`src/rtl/fir_ctrl_pkg.sv`:
```
// Shared types and constants for the FIR MAC control path.
// Latency: n/a (declarations only).
// Backpressure: n/a.
// Optional feature: FIR_COEF_RELOAD_EN adds the RELOAD state to the FSM enum.
package fir_ctrl_pkg;

    localparam int FIR_NTAPS_DEF   = 32;   // default filter length
    localparam int FIR_MAC_LAT_DEF = 3;    // default MAC pipeline depth
    localparam int SAMPLE_W        = 17;   // datapath sample width

    typedef enum logic [2:0] {
        ST_CLEAR  = 3'd0,
        ST_IDLE   = 3'd1,
        ST_RUN    = 3'd2,
        ST_DRAIN  = 3'd3,
        ST_DONE   = 3'd4
`ifdef FIR_COEF_RELOAD_EN
        ,
        ST_RELOAD = 3'd5
`endif
    } fir_state_t;

endpackage

```
`src/rtl/fir_ring_addr.sv`:
```
// Modulo-NTAPS up/down address counter (NTAPS a power of two, so wrap is free).
// Latency: load/step take effect on the next clock edge.
// Backpressure: none; load has priority over en.
// Ports: clk, reset (sync, active-high), load/load_val, en (step), down (direction), addr.
module fir_ring_addr #(
    parameter int  NTAPS  = 32,
    localparam int ADDR_W = $clog2(NTAPS)
) (
    input  logic              clk,
    input  logic              reset,
    input  logic              load,
    input  logic [ADDR_W-1:0] load_val,
    input  logic              en,
    input  logic              down,
    output logic [ADDR_W-1:0] addr
);

    always_ff @(posedge clk) begin
        if (reset) begin
            addr <= '0;
        end else if (load) begin
            addr <= load_val;
        end else if (en) begin
            addr <= down ? addr - ADDR_W'(1) : addr + ADDR_W'(1);
        end
    end

endmodule

```
`src/rtl/fir_mac_sequencer.sv`:
```
// Sequences one NTAPS-tap FIR pass per accepted sample: delay-line write, NTAPS MACs, drain, result strobe.
// Latency: accept in cycle t -> y_valid in t+NTAPS+MAC_LAT+1, x_ready again in t+NTAPS+MAC_LAT+2.
// Backpressure: x_ready only in IDLE; x_valid while not ready is dropped and sets sticky overrun.
// Ports: clk_100MHz, reset (sync, active-high); x_valid/x_ready; samp_we/samp_zero/samp_waddr,
//        samp_raddr, coef_raddr to the RAMs; mac_clr/mac_en to the MAC; y_valid, overrun, busy.
// Optional feature: FIR_COEF_RELOAD_EN adds coef_load/coef_in_valid/coef_we/coef_waddr/coef_busy.
module fir_mac_sequencer
    import fir_ctrl_pkg::*;
#(
    parameter int  NTAPS   = FIR_NTAPS_DEF,
    parameter int  MAC_LAT = FIR_MAC_LAT_DEF,
    localparam int ADDR_W  = $clog2(NTAPS)
) (
    input  logic              clk_100MHz,
    input  logic              reset,
    input  logic              x_valid,
    output logic              x_ready,
    output logic              samp_we,
    output logic              samp_zero,
    output logic [ADDR_W-1:0] samp_waddr,
    output logic [ADDR_W-1:0] samp_raddr,
    output logic [ADDR_W-1:0] coef_raddr,
    output logic              mac_clr,
    output logic              mac_en,
    output logic              y_valid,
    output logic              overrun,
`ifdef FIR_COEF_RELOAD_EN
    input  logic              coef_load,
    input  logic              coef_in_valid,
    output logic              coef_we,
    output logic [ADDR_W-1:0] coef_waddr,
    output logic              coef_busy,
`endif
    output logic              busy
);

    // One counter serves CLEAR addresses, RUN tap index and DRAIN length, so it
    // must hold both NTAPS and MAC_LAT (up to 8).
    localparam int CNT_W = (ADDR_W + 1 > 4) ? ADDR_W + 1 : 4;
    localparam logic [CNT_W-1:0] CNT_NTAPS = CNT_W'(NTAPS);
    localparam logic [CNT_W-1:0] CNT_MACLAT = CNT_W'(MAC_LAT);
    localparam logic [CNT_W-1:0] CNT_ONE = CNT_W'(1);

    fir_state_t        state_q, state_d;
    logic [CNT_W-1:0]  cnt_q, cnt_d;
    logic [ADDR_W-1:0] wptr;
    logic              accept, wptr_step, rd_load, rd_step;
    logic              samp_we_d, samp_zero_d, mac_clr_d, mac_en_d, y_valid_d, overrun_d;
    logic [ADDR_W-1:0] samp_waddr_d, coef_raddr_d;

    assign x_ready = (state_q == ST_IDLE);

`ifdef FIR_COEF_RELOAD_EN
    assign accept     = x_ready && x_valid && !coef_load;
    assign coef_we    = (state_q == ST_RELOAD) && coef_in_valid;
    assign coef_waddr = cnt_q[ADDR_W-1:0];
    assign coef_busy  = (state_q == ST_RELOAD);
`else
    assign accept     = x_ready && x_valid;
`endif

    // Write pointer: advances once per accepted sample.
    fir_ring_addr #(.NTAPS(NTAPS)) u_wptr (
        .clk      (clk_100MHz),
        .reset    (reset),
        .load     (1'b0),
        .load_val ('0),
        .en       (wptr_step),
        .down     (1'b0),
        .addr     (wptr)
    );

    // Read address: loaded with the just-written slot (w) on accept, then walks
    // backwards through history, giving (w-k) mod NTAPS. Its register doubles as
    // the latched w, so no separate copy is kept.
    fir_ring_addr #(.NTAPS(NTAPS)) u_raddr (
        .clk      (clk_100MHz),
        .reset    (reset),
        .load     (rd_load),
        .load_val (wptr),
        .en       (rd_step),
        .down     (1'b1),
        .addr     (samp_raddr)
    );

    // Registered outputs are loaded with the values belonging to the state being
    // entered, so they line up cycle-for-cycle with state_q.
    always_comb begin
        state_d      = state_q;
        cnt_d        = cnt_q;
        samp_we_d    = 1'b0;
        samp_zero_d  = 1'b0;
        samp_waddr_d = samp_waddr;
        coef_raddr_d = coef_raddr;
        mac_clr_d    = 1'b0;
        mac_en_d     = 1'b0;
        y_valid_d    = 1'b0;
        overrun_d    = overrun | (x_valid && !x_ready && (state_q != ST_CLEAR));
        wptr_step    = 1'b0;
        rd_load      = 1'b0;
        rd_step      = 1'b0;
        case (state_q)
            ST_CLEAR: begin
                if (cnt_q == CNT_NTAPS) begin
                    state_d = ST_IDLE;
                    cnt_d   = '0;
                end else begin
                    samp_we_d    = 1'b1;
                    samp_zero_d  = 1'b1;
                    samp_waddr_d = cnt_q[ADDR_W-1:0];
                    cnt_d        = cnt_q + CNT_ONE;
                end
            end
            ST_IDLE: begin
                // The tap-0 read hits the slot being written this same cycle;
                // the delay-line RAM must be write-first for that address.
                if (accept) begin
                    samp_we_d    = 1'b1;
                    samp_waddr_d = wptr;
                    wptr_step    = 1'b1;
                    rd_load      = 1'b1;
                    coef_raddr_d = '0;
                    mac_en_d     = 1'b1;
                    mac_clr_d    = 1'b1;
                    cnt_d        = CNT_ONE;
                    state_d      = ST_RUN;
                end
`ifdef FIR_COEF_RELOAD_EN
                if (coef_load) begin
                    cnt_d   = '0;
                    state_d = ST_RELOAD;
                end
`endif
            end
            ST_RUN: begin
                // cnt_q is the next tap index to issue; tap 0 went out on accept.
                if (cnt_q == CNT_NTAPS) begin
                    cnt_d   = CNT_ONE;
                    state_d = ST_DRAIN;
                end else begin
                    mac_en_d     = 1'b1;
                    coef_raddr_d = cnt_q[ADDR_W-1:0];
                    rd_step      = 1'b1;
                    cnt_d        = cnt_q + CNT_ONE;
                end
            end
            ST_DRAIN: begin
                if (cnt_q == CNT_MACLAT) begin
                    y_valid_d = 1'b1;
                    cnt_d     = '0;
                    state_d   = ST_DONE;
                end else begin
                    cnt_d = cnt_q + CNT_ONE;
                end
            end
            ST_DONE: begin
                state_d = ST_IDLE;
            end
`ifdef FIR_COEF_RELOAD_EN
            ST_RELOAD: begin
                if (coef_in_valid) begin
                    if (cnt_q == CNT_NTAPS - CNT_ONE) begin
                        cnt_d   = '0;
                        state_d = ST_IDLE;
                    end else begin
                        cnt_d = cnt_q + CNT_ONE;
                    end
                end
            end
`endif
            default: begin
                cnt_d   = '0;
                state_d = ST_CLEAR;
            end
        endcase
    end

    always_ff @(posedge clk_100MHz) begin
        if (reset) begin
            state_q    <= ST_CLEAR;
            cnt_q      <= '0;
            samp_we    <= 1'b0;
            samp_zero  <= 1'b0;
            samp_waddr <= '0;
            coef_raddr <= '0;
            mac_clr    <= 1'b0;
            mac_en     <= 1'b0;
            y_valid    <= 1'b0;
            overrun    <= 1'b0;
            busy       <= 1'b0;
        end else begin
            state_q    <= state_d;
            cnt_q      <= cnt_d;
            samp_we    <= samp_we_d;
            samp_zero  <= samp_zero_d;
            samp_waddr <= samp_waddr_d;
            coef_raddr <= coef_raddr_d;
            mac_clr    <= mac_clr_d;
            mac_en     <= mac_en_d;
            y_valid    <= y_valid_d;
            overrun    <= overrun_d;
            busy       <= (state_d != ST_IDLE);
        end
    end

endmodule

```
`config.mk`:
```
export PLATFORM = sky130hd
export DESIGN_NAME = fir_mac_sequencer
export DESIGN_NICKNAME = d
export VERILOG_FILES = /design/src/rtl/fir_ctrl_pkg.sv /design/src/rtl/fir_ring_addr.sv /design/src/rtl/fir_mac_sequencer.sv
export SDC_FILE = /design/constraint.sdc
export NUM_CORES = 1
export LEC_CHECK = 0
export ABC_AREA = 1
export BUFFER_PORTS_ARGS = -buffer_cell sky130_fd_sc_hd__buf_4
export CAP_MARGIN = 20
export CORE_MARGIN = 3
export CORE_UTILIZATION = 49
export CTS_CLUSTER_DIAMETER = 120
export DETAILED_ROUTE_END_ITERATION = 16
export PLACE_DENSITY = 0.73
export SKIP_LAST_GASP = 1
export SYNTH_ARGS = -nofsm -noshare
export SYNTH_HDL_FRONTEND = slang
export SYNTH_SLANG_ARGS = --single-unit
```
`constraint.sdc`:
```
create_clock -name clk_100MHz -period 1.6 [get_ports clk_100MHz]
set_input_delay 0.08 -clock clk_100MHz [delete_from_list [all_inputs] [get_ports clk_100MHz]]
set_output_delay 0.08 -clock clk_100MHz [all_outputs]
set_load 0.01 [all_outputs]
```
==> metrics.md <==
| Metric | Value |
|---|---|
| Largest net degree at the start of global routing | `21` |
| Fin nets | `268` |
| CP arrival | `1.76 ns` |
| Worst-Skew Late Latency | `0.35 ns` |
| Reg2reg path depth | `10` |
| CTS buffer count | `5` |
| Total grt overflow | `0` |
| Post-synth top area share | `44.2%` |
| H-tree depth | `2` |
| Drt wl/cell | `11.7 µm` |
| Async SR Flop Fraction | `0%` |
| Seq pwr share | `60.0%` |
| Min-delay worst type | `in2reg` |
| Clock skew | `0.0143 ns` |
| Post-Syn Nets | `227` |
| Most frequent cell after synthesis | `nand2_1` |
| Hold endpoint | `state_q[0]$_SDFF_PP0_` |
| Dominant cells by area after synthesis | `dfxtp_1 44%, nand2_1 11%, nor2_1 6.2%, a21oi_1 5.8%, inv_1 4.6%` |
| PortBufs | `25` |
| PwrDens | `755 nW/µm²` |
| Residual DRC | `0` |
| Die Ht | `63.7 µm` |
| Top delay family on crit path | `simple AND/OR/NAND/NOR gates` |
| RSZ-0062 raised after global routing | `true` |
| Worst Setup Path Type | `reg2reg` |
| Clk root buf | `clkbuf_4` |
| Seq/Total Area, Yosys | `44.2%` |
| Vias in the first global route | `1,379` |
| Final period util | `91.7%` |
| Hold depth | `2` |
| Number of DRC markers in iteration 0 | `82` |
| Crit-path cells | `inv_2, nand3_4, nor2_4, inv_2, buf_4, nor2_4, nand3_1, nand2_1, nand2_1, nor2_1` |
| Peak Freq | `682 MHz` |
| Total power | `1.53 mW` |
| Synthesized cell area | `1630 µm²` |
| Critical path buffers and inverters | `3` |
| CP max stage delay | `0.37 ns` |
| Io pins | `26` |
| Area leader, netlist | `dfxtp_1` |
| Post-DP HPWL | `2.64 mm` |
| Global-route wire length before repair | `6.00 mm` |
| Count of different cell masters after synthesis | `27` |
| Clock network power share | `33.7%` |
| DRT Pass-1 Iters | `4` |
| Placed cell count | `296` |
| Antenna-violating nets left | `0` |
| CTS tree | `built` |
| Post-Route WL | `3.57 mm` |
| Initial antenna violation count | `0` |
| Non-filler cells, final | `306` |
| Total Die Area | `4050 µm²` |
| Fin crit period | `1.47 ns` |
| Core ar. | `3100 µm²` |
| Leak Pwr | `0.876 nW` |
| # diodes | `0` |
| Worst flop-to-flop path startpoint | `state_q[2]$_SDFF_PP0_` |
| Synthesis-to-finish area growth | `24.3%` |
| Yosys reg bits | `36` |
| Internal | `1.17 mW` |
| Synth cell count leaders | `47 x nand2_1, 36 x dfxtp_1, 27 x nor2_1, 20 x inv_1, 19 x a21oi_1` |
| Clock sinks | `36` |
| Startpoint types | `flop` |
| Effective utilization at floorplan | `52.5%` |
| Hold wc startpoint | `reset` |
| Status | `finished clean` |
| Final count of hold timing violations | `0` |
| Deepest clock path buffer count | `2` |
| Synth Instances | `220` |
| Comb pwr share | `6.3%` |
| R2R Path End | `u_wptr.addr[3]$_SDFFE_PP0P_` |
| Gr usage total | `19.1%` |
| Slew HR | `69.5%` |
| Sw Ratio | `23.7%` |
| Share of layout cells above drive strength 1 | `24.4%` |
| Hold-fix buffer count after cts | `0` |
| CP endpoint kind | `flop` |
| Max Cap Violations | `0` |
| Setup_tns | `0 ns` |
| Vias | `1,522` |
| # rows | `20` |
| Vias per cell | `4.97` |
| Worst path required time | `1.89 ns` |
| Number of flops mapped to enable cells by yosys | `0` |
| CTS clk-pin slew, worst paths | `0.11 ns` |
| Yosys warnings | `0` |
| Slew @ Worst Pin | `0.457 ns` |
| R2R Setup Slk | `0.13 ns` |
| Sw Pwr | `362 µW` |
| Worst path slowest cell | `dfxtp_2` |
| Final setup fails | `0` |
| Final GP Congestion | `0.962` |
| CP max FO | `9` |
| Synth Area per Inst | `7.40 µm²` |
| Die Span X | `63.7 µm` |
| Maximum vdd ir drop | `525 µV` |
| Final Max Tran Viols | `0` |
| Synth Flop Type | `dfxtp_1` |
-- metrics by stage --
stage	setup slack, ns	cell area (µm²)	util (%)	hold slack [ns]
2_1_floorplan	0.0634	1630	-	0.304
3_3_place_gp	0.0662	1930	62.3	0.417
3_5_place_dp	0.0527	1930	62.3	0.416
4_1_cts	0.0268	1990	64.2	0.0422
5_1_grt	-0.0142	2030	65.3	0.0440
6_report	0.133	2030	65.3	0.0426
-- flip-flops by register name, summed over array words and instances, names as in the netlist --
name / flops
cnt_q: 6
coef_raddr: 5
samp_waddr: 5
u_raddr.addr: 5
u_wptr.addr: 5
state_q: 3
busy: 1
mac_clr: 1
mac_en: 1
overrun: 1
samp_we: 1
samp_zero: 1
y_valid: 1
-- metal layers --
metal	GRT usage [%]	vias up	routed length [µm]
met5	0	-	0
met4	8.09	0	65
met3	6.42	7	209
met2	28.0	42	1500
met1	25.4	666	1800
li1	-	807	-
-- final cells by class --
type / count / area, µm²
inverter: 24 / 90.1
fill: 297 / 1080
timing repair buffer: 39 / 293
multi-input combinational: 155 / 806
clock buffer: 8 / 58.8
sequential: 36 / 723
tap: 44 / 55.1
-- worst max path at each step --
stage / slack [ns] / cells after the start / end / startpoint
detailed placement: 0.05 / 9 / u_wptr.addr[3]$_SDFFE_PP0P_ / state_q[2]$_SDFF_PP0_
global placement: 0.07 / 10 / u_wptr.addr[3]$_SDFFE_PP0P_ / state_q[2]$_SDFF_PP0_
CTS: 0.03 / 10 / u_wptr.addr[3]$_SDFFE_PP0P_ / state_q[2]$_SDFF_PP0_
floorplan: 0.06 / 10 / u_raddr.addr[1]$_SDFFE_PP0N_ / cnt_q[0]$_SDFFE_PP0P_
global route: -0.01 / 10 / u_raddr.addr[4]$_SDFFE_PP0N_ / cnt_q[0]$_SDFFE_PP0P_
finish: 0.13 / 10 / u_wptr.addr[3]$_SDFFE_PP0P_ / state_q[2]$_SDFF_PP0_
-- cell families (layout without fill, tap and decap cells) --
family,Yosys count,count (layout),share of synthesized area [%]
AND/OR/NAND/NOR,102,102,28.4
adder cells (fa/ha/maj),4,4,3.07
XOR/XNOR,3,3,1.61
buffers and inverters,29,71,7.22
flip-flops,36,36,44.2
AO/OA/AOI/OAI,46,46,15.4
-- power groups by stage --
stage	clock (mW)	combinational, mW	sequential [mW]
final	0.515	0.0969	0.917
after global routing	0.566	0.108	0.919
after CTS	0.520	0.0964	0.917
after detailed placement	0	0.0961	0.937
after global placement	0	0.0964	0.937
after floorplan	0	0.0431	0.947
-- cell usage in the layout, fill, tap and decap left out, drive strengths merged, types with 3 or more instances in the layout --
| cell type | instances |
|---|---|
| o21ai | 15 |
| inv | 24 |
| clkbuf | 8 |
| or2 | 3 |
| nand3 | 14 |
| buf | 39 |
| nor2 | 29 |
| a31oi | 6 |
| nor3 | 4 |
| a21oi | 19 |
| ha | 4 |
| dfxtp | 36 |
| nand2 | 48 |
-- repair_timing --
item / 4_1_cts / 5_1_grt
endpoints found under the setup margin: 0 / 18
hold endpoints to repair: 0 / 0
gates resized for setup: 0 / 9
buffers inserted: 0 / 2
Note: power is estimated with default switching activity, not from simulation.
